[src/rtl/guess_with_dice.sv]
// Two-player "pig" dice game: roll to build a turn sum, hold to bank it.
// Ports: CLK/RESET, NEW_GAME, ROLL, HOLD, lfsr_result[6:0] -> 7-seg digits, P1/P2.
module guess_with_dice (
  input  logic       CLK,
  input  logic       RESET,
  input  logic       NEW_GAME,
  input  logic       ROLL,
  input  logic       HOLD,
  input  logic [6:0] lfsr_result,
  output logic [6:0] seg1_1,
  output logic [6:0] seg1_10,
  output logic [6:0] seg2_1,
  output logic [6:0] seg2_10,
  output logic [6:0] segsum_1,
  output logic [6:0] segsum_10,
  output logic [6:0] segdice,
  output logic       P1,
  output logic       P2
);

  typedef enum logic [1:0] {
    TURN_P1,
    TURN_P2,
    OVER
  } state_e;

  localparam logic [6:0] MAX_VAL = 7'd99;
  localparam logic [6:0] WIN_VAL = 7'd50;
  localparam logic [6:0] BLANK   = 7'b1111111;

  state_e     state_q, state_d;
  logic [6:0] total1_q, total1_d;
  logic [6:0] total2_q, total2_d;
  logic [6:0] turn_sum_q, turn_sum_d;
  logic [2:0] die_q, die_d;
  logic       winner1_q, winner1_d;
  logic       roll_prev_q, roll_prev_d;
  logic       hold_prev_q, hold_prev_d;

  logic       roll_fire;
  logic       hold_fire;
  logic [2:0] die_val;
  logic [7:0] sum_add;
  logic [6:0] sum_sat;
  logic [6:0] active_total;
  logic [7:0] bank_add;
  logic [6:0] bank_sat;

  always_ff @(posedge CLK or posedge RESET) begin
    if (RESET) begin
      state_q     <= TURN_P1;
      total1_q    <= '0;
      total2_q    <= '0;
      turn_sum_q  <= '0;
      die_q       <= '0;
      winner1_q   <= 1'b0;
      roll_prev_q <= 1'b0;
      hold_prev_q <= 1'b0;
    end else begin
      state_q     <= state_d;
      total1_q    <= total1_d;
      total2_q    <= total2_d;
      turn_sum_q  <= turn_sum_d;
      die_q       <= die_d;
      winner1_q   <= winner1_d;
      roll_prev_q <= roll_prev_d;
      hold_prev_q <= hold_prev_d;
    end
  end

  // Datapath helpers: die face, saturating turn sum, saturating bank.
  always_comb begin
    roll_fire    = ROLL & ~roll_prev_q;
    hold_fire    = HOLD & ~hold_prev_q;
    die_val      = 3'(lfsr_result % 7'd6) + 3'd1;
    sum_add      = {1'b0, turn_sum_q} + {5'b0, die_val};
    sum_sat      = (sum_add > {1'b0, MAX_VAL}) ? MAX_VAL : sum_add[6:0];
    active_total = (state_q == TURN_P2) ? total2_q : total1_q;
    bank_add     = {1'b0, active_total} + {1'b0, turn_sum_q};
    bank_sat     = (bank_add > {1'b0, MAX_VAL}) ? MAX_VAL : bank_add[6:0];
  end

  always_comb begin
    state_d     = state_q;
    total1_d    = total1_q;
    total2_d    = total2_q;
    turn_sum_d  = turn_sum_q;
    die_d       = die_q;
    winner1_d   = winner1_q;
    roll_prev_d = ROLL;
    hold_prev_d = HOLD;

    if (NEW_GAME) begin
      state_d     = TURN_P1;
      total1_d    = '0;
      total2_d    = '0;
      turn_sum_d  = '0;
      die_d       = '0;
      winner1_d   = 1'b0;
      roll_prev_d = 1'b0;
      hold_prev_d = 1'b0;
    end else begin
      case (state_q)
        TURN_P1, TURN_P2: begin
          // Roll wins over a simultaneous hold.
          if (roll_fire) begin
            die_d = die_val;
            if (die_val == 3'd1) begin
              turn_sum_d = '0;
              state_d    = (state_q == TURN_P1) ? TURN_P2 : TURN_P1;
            end else begin
              turn_sum_d = sum_sat;
            end
          end else if (hold_fire) begin
            turn_sum_d = '0;
            die_d      = '0;
            if (state_q == TURN_P1) total1_d = bank_sat;
            else                    total2_d = bank_sat;
            if (bank_sat >= WIN_VAL) begin
              state_d   = OVER;
              winner1_d = (state_q == TURN_P1);
            end else begin
              state_d = (state_q == TURN_P1) ? TURN_P2 : TURN_P1;
            end
          end
        end
        default: ;
      endcase
    end
  end

  function automatic logic [6:0] seg7(input logic [3:0] v);
    logic [6:0] s;
    case (v)
      4'd0:    s = 7'b1000000;
      4'd1:    s = 7'b1111001;
      4'd2:    s = 7'b0100100;
      4'd3:    s = 7'b0110000;
      4'd4:    s = 7'b0011001;
      4'd5:    s = 7'b0010010;
      4'd6:    s = 7'b0000010;
      4'd7:    s = 7'b1111000;
      4'd8:    s = 7'b0000000;
      4'd9:    s = 7'b0010000;
      default: s = BLANK;
    endcase
    return s;
  endfunction

  always_comb begin
    seg1_1    = seg7(4'(total1_q % 7'd10));
    seg1_10   = seg7(4'(total1_q / 7'd10));
    seg2_1    = seg7(4'(total2_q % 7'd10));
    seg2_10   = seg7(4'(total2_q / 7'd10));
    segsum_1  = seg7(4'(turn_sum_q % 7'd10));
    segsum_10 = seg7(4'(turn_sum_q / 7'd10));
    segdice   = (die_q == 3'd0) ? BLANK : seg7({1'b0, die_q});
    P1        = 1'b0;
    P2        = 1'b0;
    case (state_q)
      TURN_P1: P1 = 1'b1;
      TURN_P2: P2 = 1'b1;
      default: begin
        P1 = winner1_q;
        P2 = ~winner1_q;
      end
    endcase
  end

endmodule

[config.mk]
export PLATFORM = sky130hd
export DESIGN_NAME = guess_with_dice
export DESIGN_NICKNAME = d
export VERILOG_FILES = /design/src/rtl/guess_with_dice.sv
export SDC_FILE = /design/constraint.sdc
export NUM_CORES = 1
export LEC_CHECK = 0
export ABC_CLOCK_PERIOD_IN_PS = 8700
export CAP_MARGIN = 20
export CORE_AREA = 2 2 104 106
export DETAILED_ROUTE_END_ITERATION = 10
export DIE_AREA = 0 0 106 108
export PLACE_DENSITY = 0.72
export SLEW_MARGIN = 25
export SYNTH_ARGS = -nofsm -noshare
export SYNTH_HDL_FRONTEND = slang
export SYNTH_SLANG_ARGS = --single-unit
[constraint.sdc]
create_clock -name CLK -period 8.7 [get_ports CLK]
set_input_delay 1.74 -clock CLK [delete_from_list [all_inputs] [get_ports CLK]]
set_output_delay 1.74 -clock CLK [all_outputs]
set_load 0.01 [all_outputs]
==> impl_metrics.yaml <==
setup_path:
  timing.critical_path.from_type: "flip-flop"
  critical_path.slowest_cell: "sky130_fd_sc_hd__dfrtp_1"
  critPathArrivalTime_ns: 5.49
  worst-endpoint-required_ns: 6.96
  worst-path-max-fanout: 14
  critPathMostFrequentCell: "sky130_fd_sc_hd__ha_1"
  slowest_delay_ns: 0.64
  crit_path_cell_trace: "inv_1 > ha_1 > o21ai_1 > nor2_1 > a22o_1 > a211oi_2 > xnor2_1 > inv_1 > ha_1 > o21a_1 > o21a_1 > xnor2_1 > ha_1 > or4b_1 > o311a_1 > clkdlybuf4s50_1"
  crit_path_end_kind: "output pin"
  critical_path_class: "reg2out"
power_and_ir_drop:
  power.density_nw_per_um2: 129.1
  ir_drop_mv: 0.08125
  leak_pwr_uw: 0.002541
clock_network:
  cts_tree: "built"
  clock_tree.root_cell: "sky130_fd_sc_hd__clkbuf_8"
  clk_transition_reported_paths_ns: 0.06
  holdBufCountCts: 0
  htree_levels: 2
  clock_insertion_delay_worst_skew_ns: 0.28
  cts_buffer_depth: 2
  postCtsResizedCells: 0
  cts.sinks: 29
  tritoncts.num_buffers: 5
  post-cts-setup-buffer-count: 0
logic_synthesis:
  synth_edf_count: 0
  yosys_warnings: 0
  synthesis.nets: 738
  sequential_share_of_the_synthesized_area_pct: 14.38
  synth_top_flop_cell: "sky130_fd_sc_hd__dfrtp_1"
  synth.avg_cell_area_um2: 7.556
  synth_cells: 668
  synth_cell_type_count: 84
  synth-seq-cells: 29
  syn_area_um2: 5047
  async_flop_share_pct: 100.0
final_layout:
  fillers: 945
  num-nets-final: 775
  fin_cells: 842
  diodes: 0
  layout.area.seq_um2: 725.7
  fraction_of_layout_instances_using_a_drive_strength_above_1_pct: 7.082
  multi_input_area_um2: 3988
  synthToLayoutAreaGrowth_pct: 14.48
route:
  dr_total_vias: 5064
  drcViolationCount: 0
  drt.antenna.violating_nets: 0
  routed_wirelength_um: 12180
  routedWlPerCell_um: 14.47
  drt_pass1_iterations: 4
  detailedRoute.firstIterationViolations: 207
  vias_per_cell: 6.014
sta:
  finalCriticalPeriod_ns: 7.230
  max_clock_freq_mhz: 138.3
  setup-violations-final: 0
  fin_skew_ns: 0.006382
  timing_hold_violations_final: 0
  max_slew.worst_pin.slew_ns: 0.9793
  rsz0062_at_grt: "no"
  final-max-slew-violation-count: 0
  maxSlewHeadroom_pct: 34.41
  hold_slack_ns: 0.5105
  timing.setup.tns_ns: 0
  fin_crit_sh_pct: 83.10
job:
  maxCapViolCount: 0
floorplanning:
  floorplan.io_pins: 63
  floorplan.die.height_um: 108
  die_area_um2: 11450
  initial_core_util_pct: 49.33
  placeableCoreArea_um2: 10230
  fp-row-count: 37
  die_w_um: 106
grt:
  grt_pass1_wl_um: 20890
  number_of_global_route_vias_before_repair: 4648
  grt_antenna_before_repair: 0
  grt-ovfl-total: 0
  grt_start_max_net_pins: 30
  grt_use_total_pct: 21.21
worst_hold_path:
  hold_class: "reg2reg"
place:
  place.port_buffers: 62
  post-place-cells: 834
  dpl.hpwl_um: 9449
  placer_congestion: 0.9355
run_status:
  outcome: "completed"
[layer usage]
| layer | GRT usage [%] | routed length (um) | vias to the layer above |
|---|---|---|---|
| li1 | - | - | 2546 |
| met3 | 1.507 | 280 | 16 |
| met1 | 27.12 | 5650 | 2399 |
| met2 | 39.03 | 6114 | 103 |
| met5 | 0 | 0 | - |
| met4 | 5.075 | 134 | 0 |
[registers in the layout (all words and copies together), names as in the netlist]
signal,flops
total2_q,7
state_q,2
hold_prev_q,1
roll_prev_q,1
die_q,3
turn_sum_q,7
winner1_q,1
total1_q,7
[area by class of cell]
cell class,count,share of cell area (%)
Timing Repair Buffer,63,10.87
Tap cell,136,2.945
Clock buffer,6,1.256
Sequential cell,29,12.56
Multi-Input combinational cell,557,69.01
Clock inverter,2,0.1732
Inverter,49,3.183
[power by group]
part | switching, uW | total [uW] | internal (uW)
combinational | 232 | 459 | 227
sequential | 35.0 | 182 | 147
clock | 50.0 | 105 | 55.2
[cell usage in the layout (no fill, tap or decap), types with 14 or more instances in the layout]
cell type,netlist,routed
sky130_fd_sc_hd__o211ai_1,16,16
sky130_fd_sc_hd__nor3_1,19,19
sky130_fd_sc_hd__nand2_1,55,55
sky130_fd_sc_hd__mux2_2,14,14
sky130_fd_sc_hd__o21ai_0,42,42
sky130_fd_sc_hd__dfrtp_1,29,29
sky130_fd_sc_hd__nor2_1,41,41
sky130_fd_sc_hd__ha_1,56,56
sky130_fd_sc_hd__inv_1,48,47
sky130_fd_sc_hd__xnor2_1,15,15
sky130_fd_sc_hd__nor2b_1,17,17
sky130_fd_sc_hd__clkdlybuf4s50_1,0,62
sky130_fd_sc_hd__a21oi_1,56,56
[through the flow]
step                      utilization (%)  setup slack (ns)  cell area (um2)  total power, uW
after floorplan                         -             2.606             5047            470.3
after global placement              55.67             1.840             5695            628.8
after detailed placement            55.67             1.611             5695            641.5
after CTS                           56.48             1.482             5778            749.9
after global routing                56.48             1.043             5778            810.6
final                               56.48             1.470             5778            745.9
[cells by family after synthesis]
group           count (synthesis)  synth area share (%)
simple gates                  209                 21.47
buf+inv                        82                 6.619
flops                          29                 14.38
mux                            20                 4.313
compound gates                246                 34.21
xor+xnor                       23                 4.140
fa+ha+maj                      59                 14.87
[final timing paths]
check                         startpoint            end  slack (ns)  depth (start not counted)
setup reg to reg              state_q[1]    total1_q[5]        4.75                         11
min in group asynchronous          RESET  turn_sum_q[4]        1.85                          2
hold reg to reg                winner1_q      winner1_q        0.51                          2
max in group asynchronous          RESET    total2_q[5]        6.46                          2
hold / removal                 winner1_q      winner1_q        0.51                          2
setup / recovery           turn_sum_q[5]    segsum_1[4]        1.47                         16
[worst max-delay path, delay by kind of cell (launching register included)]
family | cells | cell delay [ns]
AND/OR/NAND/NOR | 2 | 0.57
flip-flops | 1 | 0.64
AO/OA/AOI/OAI | 6 | 1.82
adder cells (fa/ha/maj) | 3 | 0.81
XOR/XNOR | 2 | 0.62
buffers and inverters | 3 | 0.74
[cells in the mapped netlist (all sizes together) (3+ instances only)]
master / instances / area share, %
clkbuf: 24 / 1.8
o21a: 8 / 1.3
o32a: 3 / 0.59
mux2i: 6 / 1.2
o311ai: 3 / 0.52
a22oi: 3 / 0.45
nand2b: 13 / 1.6
nor2: 42 / 3.2
a211o: 5 / 0.87
a21oi: 58 / 5.9
nand2: 55 / 4.1
dfrtp: 29 / 14
o22ai: 9 / 1.1
nor2b: 17 / 2.1
o21bai: 3 / 0.45
xnor2: 16 / 2.9
nor3b: 4 / 0.59
nor3: 19 / 1.9
o21ai: 47 / 4.7
and2: 5 / 0.62
buf: 9 / 1.2
a21o: 12 / 1.8
o221ai: 3 / 0.52
inv: 49 / 3.6
ha: 56 / 14
or2: 11 / 1.4
a221oi: 3 / 0.52
mux2: 14 / 3.1
o211ai: 16 / 2.4
o31ai: 9 / 1.3
xor2: 7 / 1.2
a211oi: 9 / 1.5
o211a: 7 / 1.4
nand3: 13 / 1.3
and3b: 5 / 0.87
and3: 7 / 0.87
a311oi: 5 / 0.99
o21ba: 4 / 0.79
o41ai: 6 / 1.0
or3: 4 / 0.50
a31oi: 6 / 0.74
Note: power is estimated with default switching activity, not from simulation.
